==> src/rtl/matrix_job_master.sv <==
// ---------------------------------------------------------------------------
// matrix_job_master
//
// Bus master (M0) for the matrix-multiply subsystem. It takes a job as a word
// stream (N_WORDS A words, then N_WORDS B words), writes them into the A and B
// RAMs, kicks the engine through its control register, waits for the engine
// interrupt, clears it, then reads the N_WORDS result words back and streams
// them out under consumer backpressure.
//
// Ports
//   clk, reset_n          clock (rising edge), synchronous active-low reset
//   start                 one-cycle job kick, ignored while busy
//   in_valid/in_data/in_ready    job word stream (A words first, then B)
//   out_valid/out_data/out_ready result word stream, index 0 first
//   busy                  high from accepted start until DONE exits
//   done                  one-cycle pulse after the last result word is taken
//   err                   sticky WAIT_INT timeout flag
//   M0_req/M0_wr/M0_address/M0_dout, M0_grant, M_din   bus master port
//   m_interrupt           engine completion interrupt (level)
//
// Build option
//   MATRIX_JOB_TIMEOUT_EN  when defined, WAIT_INT gives up after TIMEOUT
//                          cycles, sets err and skips the read phase. When
//                          undefined, WAIT_INT waits forever and err is 0.
// ---------------------------------------------------------------------------
module matrix_job_master #(
  parameter int unsigned N_WORDS     = 16,
  parameter logic [7:0]  A_BASE      = 8'h10,
  parameter logic [7:0]  B_BASE      = 8'h20,
  parameter logic [7:0]  R_BASE      = 8'h40,
  parameter logic [7:0]  CTRL_ADDR   = 8'h00,
  parameter logic [31:0] CTRL_START  = 32'h0000_0001,
  parameter logic [7:0]  INTCLR_ADDR = 8'h01
`ifdef MATRIX_JOB_TIMEOUT_EN
  , parameter int unsigned TIMEOUT   = 1024
`endif
) (
  input  logic        clk,
  input  logic        reset_n,
  input  logic        start,
  input  logic        in_valid,
  input  logic [31:0] in_data,
  output logic        in_ready,
  output logic        out_valid,
  output logic [31:0] out_data,
  input  logic        out_ready,
  output logic        busy,
  output logic        done,
  output logic        err,
  output logic        M0_req,
  output logic        M0_wr,
  output logic [7:0]  M0_address,
  output logic [31:0] M0_dout,
  input  logic        M0_grant,
  input  logic [31:0] M_din,
  input  logic        m_interrupt
);

  localparam int unsigned   CW   = (N_WORDS > 1) ? $clog2(N_WORDS) : 1;
  localparam logic [CW-1:0] LAST = CW'(N_WORDS - 1);

  typedef enum logic [3:0] {
    S_IDLE, S_LOAD_A, S_LOAD_B, S_START, S_WAIT_INT,
    S_CLR_INT, S_RD_ADDR, S_RD_CAP, S_RD_HOLD, S_DONE
  } state_e;

  state_e        state_q;
  logic [CW-1:0] cnt_q;
  logic          out_valid_q;
  logic [31:0]   out_data_q;
  logic          busy_q;
  logic          done_q;

`ifdef MATRIX_JOB_TIMEOUT_EN
  localparam int unsigned TW = $clog2(TIMEOUT + 1);
  logic [TW-1:0] wait_q;
  logic          err_q;
  assign err = err_q;
`else
  assign err = 1'b0;
`endif

  assign out_valid = out_valid_q;
  assign out_data  = out_data_q;
  assign busy      = busy_q;
  assign done      = done_q;

  // NOTE: every state register is updated with non-blocking assignments so
  // all of them see the same pre-edge values; blocking here would let later
  // statements observe half-updated state.
  always_ff @(posedge clk) begin
    if (!reset_n) begin
      state_q     <= S_IDLE;
      cnt_q       <= '0;
      out_valid_q <= 1'b0;
      out_data_q  <= '0;
      busy_q      <= 1'b0;
      done_q      <= 1'b0;
`ifdef MATRIX_JOB_TIMEOUT_EN
      wait_q      <= '0;
      err_q       <= 1'b0;
`endif
    end else begin
      done_q <= 1'b0;
      unique case (state_q)
        S_IDLE: begin
          if (start) begin
            state_q <= S_LOAD_A;
            busy_q  <= 1'b1;
            cnt_q   <= '0;
`ifdef MATRIX_JOB_TIMEOUT_EN
            err_q   <= 1'b0;
`endif
          end
        end
        // The word is on the bus this cycle; it counts only when granted.
        S_LOAD_A, S_LOAD_B: begin
          if (in_valid && M0_grant) begin
            if (cnt_q == LAST) begin
              cnt_q   <= '0;
              state_q <= (state_q == S_LOAD_A) ? S_LOAD_B : S_START;
            end else begin
              cnt_q <= cnt_q + 1'b1;
            end
          end
        end
        S_START: begin
          if (M0_grant) begin
            state_q <= S_WAIT_INT;
`ifdef MATRIX_JOB_TIMEOUT_EN
            wait_q  <= '0;
`endif
          end
        end
        S_WAIT_INT: begin
          if (m_interrupt) begin
            state_q <= S_CLR_INT;
`ifdef MATRIX_JOB_TIMEOUT_EN
          end else if (wait_q == TW'(TIMEOUT - 1)) begin
            err_q   <= 1'b1;
            done_q  <= 1'b1;
            state_q <= S_DONE;
          end else begin
            wait_q  <= wait_q + 1'b1;
`endif
          end
        end
        S_CLR_INT: begin
          if (M0_grant) begin
            state_q <= S_RD_ADDR;
            cnt_q   <= '0;
          end
        end
        S_RD_ADDR: begin
          if (M0_grant) state_q <= S_RD_CAP;
        end
        // Read data belongs to the previous granted address cycle, but is
        // only valid if the bus is still ours; otherwise reissue the address.
        S_RD_CAP: begin
          if (M0_grant) begin
            out_data_q  <= M_din;
            out_valid_q <= 1'b1;
            state_q     <= S_RD_HOLD;
          end else begin
            state_q <= S_RD_ADDR;
          end
        end
        S_RD_HOLD: begin
          if (out_valid_q && out_ready) begin
            out_valid_q <= 1'b0;
            if (cnt_q == LAST) begin
              done_q  <= 1'b1;
              state_q <= S_DONE;
            end else begin
              cnt_q   <= cnt_q + 1'b1;
              state_q <= S_RD_ADDR;
            end
          end
        end
        S_DONE: begin
          busy_q  <= 1'b0;
          state_q <= S_IDLE;
        end
        default: state_q <= S_IDLE;
      endcase
    end
  end

  // Bus drive is a pure function of the current state and the stream inputs,
  // so a denied request simply repeats the same address/data next cycle.
  // NOTE: every output gets a default before the case so no path leaves one
  // unassigned, which would otherwise infer a latch.
  always_comb begin
    M0_req     = 1'b0;
    M0_wr      = 1'b0;
    M0_address = '0;
    M0_dout    = '0;
    in_ready   = 1'b0;
    unique case (state_q)
      S_LOAD_A, S_LOAD_B: begin
        M0_req     = 1'b1;
        M0_wr      = in_valid;
        M0_address = ((state_q == S_LOAD_A) ? A_BASE : B_BASE) + 8'(cnt_q);
        M0_dout    = in_data;
        in_ready   = M0_grant;
      end
      S_START: begin
        M0_req     = 1'b1;
        M0_wr      = 1'b1;
        M0_address = CTRL_ADDR;
        M0_dout    = CTRL_START;
      end
      S_CLR_INT: begin
        M0_req     = 1'b1;
        M0_wr      = 1'b1;
        M0_address = INTCLR_ADDR;
      end
      S_RD_ADDR, S_RD_CAP: begin
        M0_req     = 1'b1;
        M0_address = R_BASE + 8'(cnt_q);
      end
      default: ;
    endcase
  end

endmodule
==> config.mk <==
export PLATFORM = sky130hd
export DESIGN_NAME = matrix_job_master
export DESIGN_NICKNAME = d
export VERILOG_FILES = /design/src/rtl/matrix_job_master.sv
export SDC_FILE = /design/constraint.sdc
export NUM_CORES = 1
export LEC_CHECK = 0
export CELL_PAD_IN_SITES_DETAIL_PLACEMENT = 1
export CELL_PAD_IN_SITES_GLOBAL_PLACEMENT = 2
export CORE_UTILIZATION = 21
export DETAILED_ROUTE_END_ITERATION = 8
export GPL_TIMING_DRIVEN = 1
export PLACE_DENSITY_LB_ADDON = 0.1
export RECOVER_POWER = 100
export SLEW_MARGIN = 40
export SYNTH_ARGS = -nofsm -noshare
export SYNTH_HDL_FRONTEND = slang
export SYNTH_SLANG_ARGS = --single-unit
==> constraint.sdc <==
create_clock -name clk -period 2.66 [get_ports clk]
set_clock_uncertainty 0.2 [all_clocks]
set_input_delay 0.532 -clock clk [delete_from_list [all_inputs] [get_ports clk]]
set_output_delay 0.532 -clock clk [all_outputs]
set_load 0.005 [all_outputs]
==> run_results.csv <==
group,metric,value,unit
final_layout,layout-drive-gt1-share,0.0920,
grt,grt_pass1_vias,2406,
route,wl_per_cell,14.1,um
yosys,ys_ff_latch,43,
sta,maxSlewViolCount,0,
placement,place_congestion,0.720,
route,drt_iter0_drc,79,
floorplanning,die_area,0.0119,mm^2
grt,grt_pass1_wl,12400,um
placement,dpl_cell_area,0.00401,mm^2
final_layout,n_fill_cell,1324,
final_layout,layout.nets,506,
sta,fin_crit_sh,0.968,
yosys,synth_warnings,0,
setup_path,critPathLaunchType,"flop",
clocking,cts_tree,"built",
sta,worst_pin_slew,0.917,ns
final_layout,fin_cells,575,
yosys,netlist_area,0.00242,mm^2
grt,grt_max_degree,41,
yosys,ys_async_sr_fraction,0,
grt,track_usage,0.131,
sta,period_needed,2.58,ns
power_and_ir_drop,power.leakage,1.57,nW
power_and_ir_drop,power.density,668,mW/mm^2
yosys,ys.flop_type,"dfxtp_1",
clocking,cts-root-buf,"clkbuf_16",
yosys,syn_inst,291,
sta,fmax,388,MHz
sta,setup_tns,0,ns
sta,hold_violations,0,
route,via_per_inst,4.30,
setup_path,endpoint_kind,"output pin",
route,wl,8090,um
route,dr.pass1.iters,4,
placement,place_inst,567,
floorplanning,ioPinCount,150,
sta,rsz0062_at_grt,"true",
setup_path,arrival,1.84,ns
setup_path,path_class,"reg2out",
route,drc_errors,0,
clocking,cts_setup_buffers,0,
final_layout,layout-area-overhead-vs-synth,70.9,%
clocking,numClockSinks,43,
yosys,yosysSeqAreaShare,0.356,
placement,place_ws,-0.151,ns
clocking,cts.clk_slew.worst_paths,0.06,ns
placement,dp_hpwl,6160,um
run_status,status,"completed",
final_layout,antenna_cells,0,
yosys,synth.avg_cell_area,8.31,um^2
clocking,holdBufCountCts,0,
setup_path,cp.required,1.93,ns
final_layout,utilization,0.375,
clocking,cts_made_buffers,5,
setup_path,crit_fanout,9,
floorplanning,fp.dieH,109,um
floorplanning,rows,38,
floorplanning,initial_core_util,0.219,
sta,setup_ws,0.0844,ns
grt,grt_overflow,0,
floorplanning,die_w,109,um
floorplanning,core_area,0.0110,mm^2
sta,setup_viol,0,
worst_hold_path,hp-class,"reg2reg",
final_layout,fin_area,0.00413,mm^2
route,vias,2473,
clocking,insertion_delay,0.28,ns
clocking,h-tree-depth,2,
power_and_ir_drop,vdd_ir_drop_max,0.327,mV
route,antenna_left,0,
placement,port_buffers,147,
grt,antenna_found_initial,0,
sta,relSlewSlack,0.386,
run,cap_violations,0,
yosys,ys_types,55,
yosys,synth_edf_count,0,
clocking,max-clock-path-buffers,2,
[flip-flops by register name, summed over array words and instances, names as in the netlist]
| name | cells |
|---|---|
| out_data | 32 |
| cnt_q | 4 |
| state_q | 4 |
| busy | 1 |
| done | 1 |
| out_valid | 1 |
[per-stage QoR]
step / total power [mW] / hold slack [ns]
2_1_floorplan: 1.53 / 0.251
3_3_place_gp: 2.21 / 0.240
3_5_place_dp: 2.23 / 0.248
4_1_cts: 2.85 / 0.256
5_1_grt: 2.95 / 0.280
6_report: 2.76 / 0.253
[layer usage]
layer  share of wire  global-route usage
met1            0.43               0.167
met2            0.52               0.235
met3           0.044              0.0207
met4          0.0054              0.0229
met5               0                   0
[layout by cell type (no fill, tap or decap), types with 2 or more instances in the layout]
master | Yosys | layout
clkdlybuf4s50_1 | 0 | 109
a21boi_0 | 12 | 30
nand3b_1 | 2 | 2
xnor2_1 | 2 | 2
clkbuf_1 | 5 | 2
nor3b_2 | 3 | 2
buf_4 | 5 | 10
mux2i_1 | 3 | 3
dfxtp_1 | 43 | 42
inv_1 | 2 | 2
o211ai_1 | 2 | 2
a21oi_1 | 6 | 6
and2_1 | 35 | 32
nor2_1 | 6 | 7
dlygate4sd2_1 | 0 | 2
buf_6 | 6 | 2
nor2b_1 | 5 | 5
nand3_1 | 3 | 3
conb_1 | 1 | 2
o21ai_0 | 5 | 6
nand2_1 | 78 | 79
nor3_2 | 4 | 2
nor3_1 | 2 | 3
and2_0 | 0 | 3
dlygate4sd3_1 | 0 | 36
a21boi_1 | 20 | 2
clkbuf_16 | 0 | 5
[layout make-up]
type	instances	area, um^2	area share
Inverter	2	7.51	0.00182
Clock inverter	1	5.00	0.00121
Clock buffer	7	133	0.0321
Timing Repair Buffer	160	1590	0.384
Tap cell	140	175	0.0424
Multi-Input combinational cell	222	1370	0.330
Sequential cell	43	862	0.209
[timing repair]
| item | in CTS | in global routing |
|---|---|---|
| resized for setup | 6 | 2 |
| setup endpoints to repair | 37 | 8 |
| gates cloned | 0 | 0 |
| pin swaps | 1 | 0 |
[cells by family after synthesis]
family / synth area share
AOI/OAI and AO/OA: 0.211
muxes: 0.0124
and+or+nand+nor: 0.330
xor gates and xnor gates: 0.0109
other: 0.00155
adders and majority gates: 0.00517
buffers and inverters: 0.0729
DFF: 0.356
[worst max-delay path, stage by stage (launching register included)]
cell and delay [ns]:
dfxtp_1 0.33, buf_4 0.18, buf_6 0.15, nor2_1 0.24
and2_1 0.18, clkdlybuf4s50_1 0.50
[Yosys cell counts (all sizes together) (5+ instances only)]
master,n,area (um^2)
a21boi,32,240
a21oi,6,30.0
and2,35,219
buf,17,135
clkbuf,8,33.8
dfxtp,43,861
nand2,80,310
nor2,8,40.0
nor2b,5,31.3
nor3,6,50.1
o21ai,6,30.0
[power breakdown]
part	switching, mW	leakage [nW]	internal (mW)
clock	0.243	0.0679	0.347
combinational	0.601	1.15	0.840
sequential	0.0463	0.348	0.682
total	0.891	1.57	1.87
[path summary, 6_finish.rpt]
path                                          startpoint                        end  slack [ns]  cells past startpoint
worst min register to register  out_data[3]$_SDFFE_PN0P_   out_data[3]$_SDFFE_PN0P_        0.25                      2
worst max register to register   state_q[3]$_SDFFE_PN0P_  out_data[26]$_SDFFE_PN0P_        0.33                      7
worst max-delay path             state_q[1]$_SDFFE_PN0P_              M0_address[4]        0.08                      5
worst min-delay path            out_data[3]$_SDFFE_PN0P_   out_data[3]$_SDFFE_PN0P_        0.25                      2
Note: power is estimated with default switching activity, not from simulation.
==> patch (config.mk and constraints unchanged) <==
The option `MATRIX_JOB_TIMEOUT_EN` is turned on by a define.
--- a/src/rtl/matrix_job_master.sv
+++ b/src/rtl/matrix_job_master.sv
@@ -24,4 +24,6 @@
 //                          undefined, WAIT_INT waits forever and err is 0.
 // ---------------------------------------------------------------------------
+`define MATRIX_JOB_TIMEOUT_EN
+
 module matrix_job_master #(
   parameter int unsigned N_WORDS     = 16,
Behaviour: same outputs for any inputs over 10 cycles, from zero or initial values and one cycle with reset_n low; that may be too few to reach the edited logic, so the function may still have changed.
==> patch against the original RTL <==
  * Setup slack worse by 2.3 ps
  * Area after synthesis up 16%
  * Final area up 15%
  * Register-to-register slack worse by 70 ps
  * Wire length up 31%
  * Power up 19%
  * Sequential cell count up 12
  * Largest cell class unchanged
  * Largest power group unchanged
==> patch: results (changes against the original RTL) <==
| Metric | Value |
|---|---|
| Comb pwr share | 0.524 (+0.002) |
| Dpl ws | 84.4 ps (+235 ps) |
| Fill cell total of the finished layout | 1542 (+16%) |
| Gpl congestion | 0.799 (+11%) |
| DR WL met2 | 5300 um (+26%) |
| Part of the power in registers | 0.277 (+0.013) |
| Reg2reg end | cnt_q[3]$_SDFFE_PN0P_ |
| GR met1 Demand/Resource | 0.188 (+0.0210) |
| Routed wire length per instance | 15.4 um (+9.4%) |
| Total wire length | 10600 um (+31%) |
| HP Start | wait_q[10]$_SDFFE_PN0P_ |
| Root buffer cell | clkbuf_16 |
| Global Route met3 Usage | 0.0300 (+0.00929) |
| GRT Total Usage | 0.153 (+0.0215) |
| Antenna violations before repair | 0 (unchanged) |
| Layout cells sized above 1 | 0.0811 (-0.0109) |
| Status | complete, no violations |
| Slew headroom | 0.451 (+0.0649) |
| Placed Area | 0.00455 mm^2 (+13%) |
| Depth of the CTS H-tree | 2 (unchanged) |
| Worst Hold Depth | 1 (-1) |
| Seq pwr | 0.910 mW (+25%) |
| VDD IR max | 329 uV (+0.76%) |
| Worst path max stage delay | 580 ps (+80 ps) |
| Crit path max fanout | 7 (-2) |
| Met3 wire length | 401 um (+14%) |
| R2R Path Start | cnt_q[0]$_SDFFE_PN0P_ |
| Yosys cell types | 45 (-18%) |
| Ys flop type | dfxtp_1 |
| Leakage | 1.89 nW (+21%) |
| First-pass GRT wire length | 17100 um (+38%) |
| Dpl hpwl | 8000 um (+30%) |
| 1st-iter DRT viols | 109 (+38%) |
| Synth area leaders | dfxtp_1, nand2_1, a21oi_1 |
| Nets | 591 (+17%) |
| Clk_lat worst skew | 300 ps (+20 ps) |
| Synth Instances | 366 (+26%) |
| Synth top cells by count | nand2_1, dfxtp_1, a21oi_1 |
| Register area share after synthesis | 0.393 (+0.0369) |
| Via count | 3181 (+29%) |
| I/O Buffers | 148 (+0.68%) |
| CP top delay family | buffers and inverters |
| Slack of the worst reg-to-reg path | 260 ps (-70 ps) |
| Top Layer Used | met4 |
| CP endpoint | M0_address[5] |
| Hold Slack | 249 ps (-3.91 ps) |
| WHS Endpoint | wait_q[10]$_SDFFE_PN0P_ |
| Post CTS Setup Buffer Count | 0 (unchanged) |
| Switching power | 1.11 mW (+24%) |
| M1 wire length | 4750 um (+37%) |
| Largest net degree at the start of global routing | 34 (-17%) |
| Cell depth of the worst flop-to-flop path | 6 (-1) |
| Peak Freq | 0.388 GHz (about the same) |
| Area of the multi-input gates | 0.00157 mm^2 (+15%) |
| Placed Instances | 681 (+20%) |
| CP max stage cell | dlygate4sd3_1 |
| Grt met2 use | 0.267 (+0.0312) |
| Vias in the first global route | 3144 (+31%) |
-- patch: changes by cell type in the layout (fill, tap and decap cells not counted), sizes merged, moves of 5 or more --
cell         change
o21ai            +7
dlygate4sd3      +5
and2            -30
a21boi          -31
buf              +5
nor2             +8
nand3            +8
inv              +6
nor2b            -5
or4              +5
a21oi           +44
dfxtp           +12
and3            +35
-- patch: cell families (layout without fill, tap and decap cells) --
| kind of cell | count (synthesis) | in the layout | share of synthesized area |
|---|---|---|---|
| simple gates | 177 | 177 | 0.326 |
| compound gates | 90 | 90 | 0.194 |
| flops | 55 | 55 | 0.393 |
| buf+inv | 35 | 187 | 0.0567 |
| mux | 4 | 4 | 0.0143 |
| fa+ha+maj | 2 | 2 | 0.00893 |
| xor+xnor | 2 | 2 | 0.00625 |
| other cells | 1 | 1 | 0.00134 |
-- patch: layout make-up --
cell class,count,area share
repair buffers,172,0.355
clock inverters,2,0.00289
flip-flops and latches,55,0.233
inverters,8,0.00632
clock buffers,5,0.0263
multi-input cells,276,0.331
well taps,172,0.0453
